--- config.mk ---
export PLATFORM = sky130hd
export DESIGN_NAME = can_clock_divider_flat
export DESIGN_NICKNAME = d
export VERILOG_FILES = /design/src/rtl/can_clock_divider_if.sv /design/src/rtl/can_clock_divider.sv /design/src/flat_wrapper.sv
export SDC_FILE = /design/constraint.sdc
export NUM_CORES = 1
export LEC_CHECK = 0
export CAP_MARGIN = 15
export CORE_AREA = 2 2 94 96
export DETAILED_ROUTE_END_ITERATION = 10
export DIE_AREA = 0 0 96 98
export PLACE_DENSITY = 0.8
export SETUP_SLACK_MARGIN = 0.1
export SYNTH_ARGS = -nofsm -noshare
export SYNTH_HDL_FRONTEND = slang
export SYNTH_SLANG_ARGS = --single-unit
export TNS_END_PERCENT = 50
--- constraint.sdc ---
create_clock -name clk_in -period 6 [get_ports clk_in]
set_input_delay 0.9 -clock clk_in [delete_from_list [all_inputs] [get_ports clk_in]]
set_output_delay 0.9 -clock clk_in [all_outputs]
set_load 0.1 [all_outputs]
--- src/rtl/can_clock_divider_if.sv ---
// can_clock_divider_if: control, divisor and time-base signals of the CAN clock divider.
// CAN_CLKDIV_SAMPLE_PT_EN adds the sample-point input and strobe.
interface can_clock_divider_if #(
    parameter int CNT_W = 16
);
    logic             en;
    logic             load;
    logic             brs;
    logic             sync;
    logic [CNT_W-1:0] div_nom;
    logic [CNT_W-1:0] div_data;
    logic             clk_out;
    logic             tick;
    logic [CNT_W-1:0] div_act;
`ifdef CAN_CLKDIV_SAMPLE_PT_EN
    logic [CNT_W-1:0] sample_pt;
    logic             sample_tick;
`endif

    modport master (
`ifdef CAN_CLKDIV_SAMPLE_PT_EN
        output sample_pt,
        input  sample_tick,
`endif
        output en, load, brs, sync, div_nom, div_data,
        input  clk_out, tick, div_act
    );

    modport slave (
`ifdef CAN_CLKDIV_SAMPLE_PT_EN
        input  sample_pt,
        output sample_tick,
`endif
        input  en, load, brs, sync, div_nom, div_data,
        output clk_out, tick, div_act
    );
endinterface

--- src/rtl/can_clock_divider.sv ---
// can_clock_divider: programmable CAN time base with nominal/data divisors, sync and glitch-free reload.
// Optional sample-point strobe enabled by CAN_CLKDIV_SAMPLE_PT_EN.
module can_clock_divider #(
    parameter int CNT_W        = 16,
    parameter int NOM_DIV_RST  = 40,
    parameter int DATA_DIV_RST = 10
) (
    input logic              clk_in,
    input logic              rst,
    can_clock_divider_if.slave bus
);
    typedef enum logic {IDLE, RUN} state_t;

    state_t           state, state_nxt;
    logic [CNT_W-1:0] p, p_nxt;
    logic [CNT_W-1:0] div_act, div_nxt;
    logic [CNT_W-1:0] nom_sh, nom_nxt, data_sh, data_nxt;
    logic [CNT_W-1:0] half;
    logic             restart;
    logic             clk_out_r, tick_r;

    // Divisors below 2 cannot form a two-phase clock, so they saturate at 2.
    function automatic logic [CNT_W-1:0] clamp(input logic [CNT_W-1:0] v);
        return (v < CNT_W'(2)) ? CNT_W'(2) : v;
    endfunction

    always_ff @(posedge clk_in) begin
        if (rst) state <= IDLE;
        else     state <= state_nxt;
    end

    // A new period starts when leaving IDLE, on sync, or on the natural wrap.
    always_comb begin
        state_nxt = bus.en ? RUN : IDLE;
        nom_nxt   = bus.load ? clamp(bus.div_nom) : nom_sh;
        data_nxt  = bus.load ? clamp(bus.div_data) : data_sh;
        restart   = (state == IDLE) || bus.sync || (p == div_act - 1'b1);
        div_nxt   = (bus.en && restart) ? (bus.brs ? data_nxt : nom_nxt) : div_act;
        p_nxt     = (!bus.en || restart) ? '0 : p + 1'b1;
        half      = (div_nxt >> 1) + {{(CNT_W-1){1'b0}}, div_nxt[0]};
    end

    always_ff @(posedge clk_in) begin
        if (rst) begin
            p         <= '0;
            div_act   <= clamp(CNT_W'(NOM_DIV_RST));
            nom_sh    <= clamp(CNT_W'(NOM_DIV_RST));
            data_sh   <= clamp(CNT_W'(DATA_DIV_RST));
            clk_out_r <= 1'b0;
            tick_r    <= 1'b0;
        end else begin
            p         <= p_nxt;
            div_act   <= div_nxt;
            nom_sh    <= nom_nxt;
            data_sh   <= data_nxt;
            clk_out_r <= bus.en && (p_nxt < half);
            tick_r    <= bus.en && (p_nxt == '0);
        end
    end

    assign bus.clk_out = clk_out_r;
    assign bus.tick    = tick_r;
    assign bus.div_act = div_act;

`ifdef CAN_CLKDIV_SAMPLE_PT_EN
    logic [CNT_W-1:0] spt_lim;
    logic             sample_tick_r;

    // Sample points beyond the period end fire on the last count instead.
    assign spt_lim = (bus.sample_pt < div_nxt - 1'b1) ? bus.sample_pt : div_nxt - 1'b1;

    always_ff @(posedge clk_in) begin
        if (rst) sample_tick_r <= 1'b0;
        else     sample_tick_r <= bus.en && (p_nxt == spt_lim);
    end

    assign bus.sample_tick = sample_tick_r;
`endif
endmodule

--- src/flat_wrapper.sv ---
// flat-port wrapper written by rule: the top's interface ports become plain ports
module can_clock_divider_flat 
#(
    parameter int CNT_W        = 16,
    parameter int NOM_DIV_RST  = 40,
    parameter int DATA_DIV_RST = 10
)
  (clk_in, rst, bus_en, bus_load, bus_brs, bus_sync, bus_div_nom, bus_div_data, bus_clk_out, bus_tick, bus_div_act);
  can_clock_divider_if #(.CNT_W(CNT_W)) bus_i ();
  input logic clk_in;
  input logic rst;
  input wire logic [$bits(bus_i.en)-1:0] bus_en;
  input wire logic [$bits(bus_i.load)-1:0] bus_load;
  input wire logic [$bits(bus_i.brs)-1:0] bus_brs;
  input wire logic [$bits(bus_i.sync)-1:0] bus_sync;
  input wire logic [$bits(bus_i.div_nom)-1:0] bus_div_nom;
  input wire logic [$bits(bus_i.div_data)-1:0] bus_div_data;
  output wire logic [$bits(bus_i.clk_out)-1:0] bus_clk_out;
  output wire logic [$bits(bus_i.tick)-1:0] bus_tick;
  output wire logic [$bits(bus_i.div_act)-1:0] bus_div_act;
  assign bus_i.en = bus_en;
  assign bus_i.load = bus_load;
  assign bus_i.brs = bus_brs;
  assign bus_i.sync = bus_sync;
  assign bus_i.div_nom = bus_div_nom;
  assign bus_i.div_data = bus_div_data;
  assign bus_clk_out = bus_i.clk_out;
  assign bus_tick = bus_i.tick;
  assign bus_div_act = bus_i.div_act;
  can_clock_divider #(.CNT_W(CNT_W), .NOM_DIV_RST(NOM_DIV_RST), .DATA_DIV_RST(DATA_DIV_RST)) u_core (.clk_in(clk_in), .rst(rst), .bus(bus_i));
endmodule
==> run summary <==
Run status: finished, final reports clean
Min-Delay Startpoint: u_core.data_sh[15]
Main synth FF type: dfxtp_1
R2R Path Start: u_core.bus.div_act[4]
Mapped Cells: 535
Crit path time final: 5.62 ns
Ant. Diodes: 0
Grt met3 use: 5.79%
Buffers inserted by post-CTS timing repair: 0
DRT Pass-1 Iters: 5
Commonest non-fill, non-tap cell in the layout: nor2_1
Worst Reg-to-Reg Cells: 19
CP Capture Type: flip-flop
Setup tns final: 0 ns
Arrival time at the worst endpoint: 5.86 ns
Max-cap violations: 0
Final Skew: 0.00671 ns
Number of flops mapped to enable cells by yosys: 0
Largest net degree at the start of global routing: 66
Initial antenna violation count: 0
RSZ-0062 raised after global routing: false
Clock sinks: 67
DP HPWL: 8650 microns
Slew @ Worst Pin: 1.00 ns
WL/cell: 17.4 microns
GR Overflow Total: 0
Sequential share of the synthesized area: 28.8%
Die X: 96 microns
I/O pins: 56
GRT Overall Usage: 25.7%
Via count: 4171
CTS tree: yes
Fmax: 178 MHz
Die height: 98 microns
Htree depth: 3
CP Class: reg2reg
Starting Density: 55.0%
Met2 Use GR: 43.9%
Final hold vios: 0
Port Buffers: 55
Routing usage on met1: 30.9%
Pwr/cell area: 228 mW/mm^2
Syn Nets: 592
Final period util: 93.7%
Reg clk slew, reported paths: 0.07 ns
Clk Latency, worst-skew pair: 0.36 ns
Slew headroom: 32.9%
Avg Cell Area, Syn: 8.70 sq um
Synth warn: 0
Synth area leaders: dfxtp_1 (29%), mux2i_1 (8.8%), mux4_2 (6.8%), xnor2_1 (5.8%), nor2_1 (5.5%)
Final setup fails: 0
Vias in the first global route: 4021
Hold WC Path Type: reg2reg
Slew Limit Fails: 0
Critical path launch point type: flip-flop
CTS Buf Count: 9
Setup crit start: u_core.bus.div_act[4]
Root buf cell: clkbuf_8
Top-area cell type share of the netlist area: 28.8%
Routed Antenna Nets: 0
Residual DRC: 0
Fraction of registers with async set/reset: 0%
Share of layout cells above drive strength 1: 8.64%
Finished Layout Cells: 675
Max VDD drop: 0.149 mV
Area grow syn2layout: 16.3%
Req. time, crit path: 6.24 ns
# placed instances: 658
Total wire length: 11700 microns
Nets: 619
Synth area leader: dfxtp_1
DIE AREA: 0.00941 sq mm
1st-iter DRT viols: 208
DR vias/cell: 6.18
Site Rows: 34
Most Crowded Layer GR: met2
Hold path depth: 2
Cell Area, Synth: 0.00465 sq mm
First-pass GRT wire length: 18800 microns
Yosys reg bits: 67
P_leak: 2.13 nW
CP Max Fanout: 39
Max Buffers Root-to-Sink: 2
Core Area: 0.00847 sq mm
Post-synth cell types: 55
GP Congestion: 0.894
Most frequent cells in the layout: nor2_1 (68), dfxtp_1 (67), clkdlybuf4s50_1 (53), mux2i_1 (41), nand2_1 (36)
## cells in the mapped netlist, drive strengths merged, types with 2 or more instances
library cell	count
a211o	6
a211oi	2
a21boi	2
a21o	6
a21oi	10
a31oi	3
and2	5
and3	8
and4	4
buf	17
clkbuf	26
dfxtp	67
ha	19
inv	4
mux2	3
mux2i	41
mux4	14
nand2	36
nand2b	5
nand3	13
nand3b	2
nand4	15
nor2	68
nor2b	12
nor3	24
nor4	16
o2111ai	2
o211ai	4
o21a	2
o21ai	15
o22ai	3
o31ai	3
o41ai	3
or2	2
or3	3
or3b	2
or4	2
xnor2	31
xor2	27
## critical path: stages, from the launching register on
cell and delay (ns):
dfxtp_1 0.46, or4_1 0.68, nor4_1 0.40, o22a_1 0.19
o2111ai_1 0.22, o41ai_4 0.51, buf_4 0.48, mux2_2 0.40
ha_1 0.27, and2_1 0.23, nand4_1 0.15, xor2_1 0.09
nor2_1 0.12, a21oi_1 0.07, ha_1 0.33, nand4_1 0.13
a2111o_1 0.40, a21oi_1 0.17, nor4_1 0.07, o311a_1 0.12
## per-stage QoR
stage | hold WS, ns | power, mW | util (%) | instance area, sq um | setup slack, ns
detailed placement | 0.480 | 0.780 | 60.7 | 5140 | 0.529
CTS | 0.498 | 1.23 | 63.6 | 5390 | 0.479
floorplan | 0.452 | 0.702 | - | 4650 | 0.626
global placement | 0.467 | 0.773 | 60.7 | 5140 | 0.583
finish | 0.495 | 1.23 | 63.9 | 5410 | 0.380
global route | 0.522 | 1.28 | 63.9 | 5410 | 0.111
## area by class of cell
type,instances,area [sq um]
Clock inverter,3,67.6
Tap cell,108,135
Timing Repair Buffer,59,583
Clock buffer,13,179
Fill cell,720,3050
Sequential cell,67,1340
Inverter,4,15.0
Multi-Input combinational cell,421,3090
## final timing paths
kind / end / slack, ns
hold / removal: u_core.data_sh[15] / 0.50
hold reg to reg: u_core.data_sh[15] / 0.50
setup reg to reg: u_core.bus.clk_out / 0.38
setup / recovery: u_core.bus.clk_out / 0.38
## cell families after synthesis
group | after synthesis | share of synthesized area, %
and+or+nand+nor | 219 | 23.6
muxes | 58 | 16.3
AOI/OAI and AO/OA | 67 | 10.4
adders and majority gates | 19 | 5.11
buffers and inverters | 47 | 4.87
xor gates and xnor gates | 58 | 10.9
DFF | 67 | 28.8
## flip-flops by register name (all words and copies together) (netlist names)
signal,flops
u_core.bus.div_act,16
u_core.data_sh,16
u_core.nom_sh,16
u_core.p,16
u_core.bus.clk_out,1
u_core.bus.tick,1
u_core.state,1
## power breakdown
part / total (mW) / switching (mW) / internal, mW
Sequential: 0.494 / 0.0285 / 0.466
Clock: 0.459 / 0.179 / 0.280
Combinational: 0.281 / 0.167 / 0.114
## layer usage
metal	wire, microns	vias up	share of wire, %
li1	-	1985	-
met1	4890	2001	42
met2	5840	154	50
met3	646	31	5.5
met4	347	0	3.0
met5	0	-	0
## repair_timing
item                                    CTS  global route
endpoints found under the setup margin    0             1
resized for setup                         0             1
hold buffers                              0             0
Note: power is estimated with default switching activity, not from simulation.
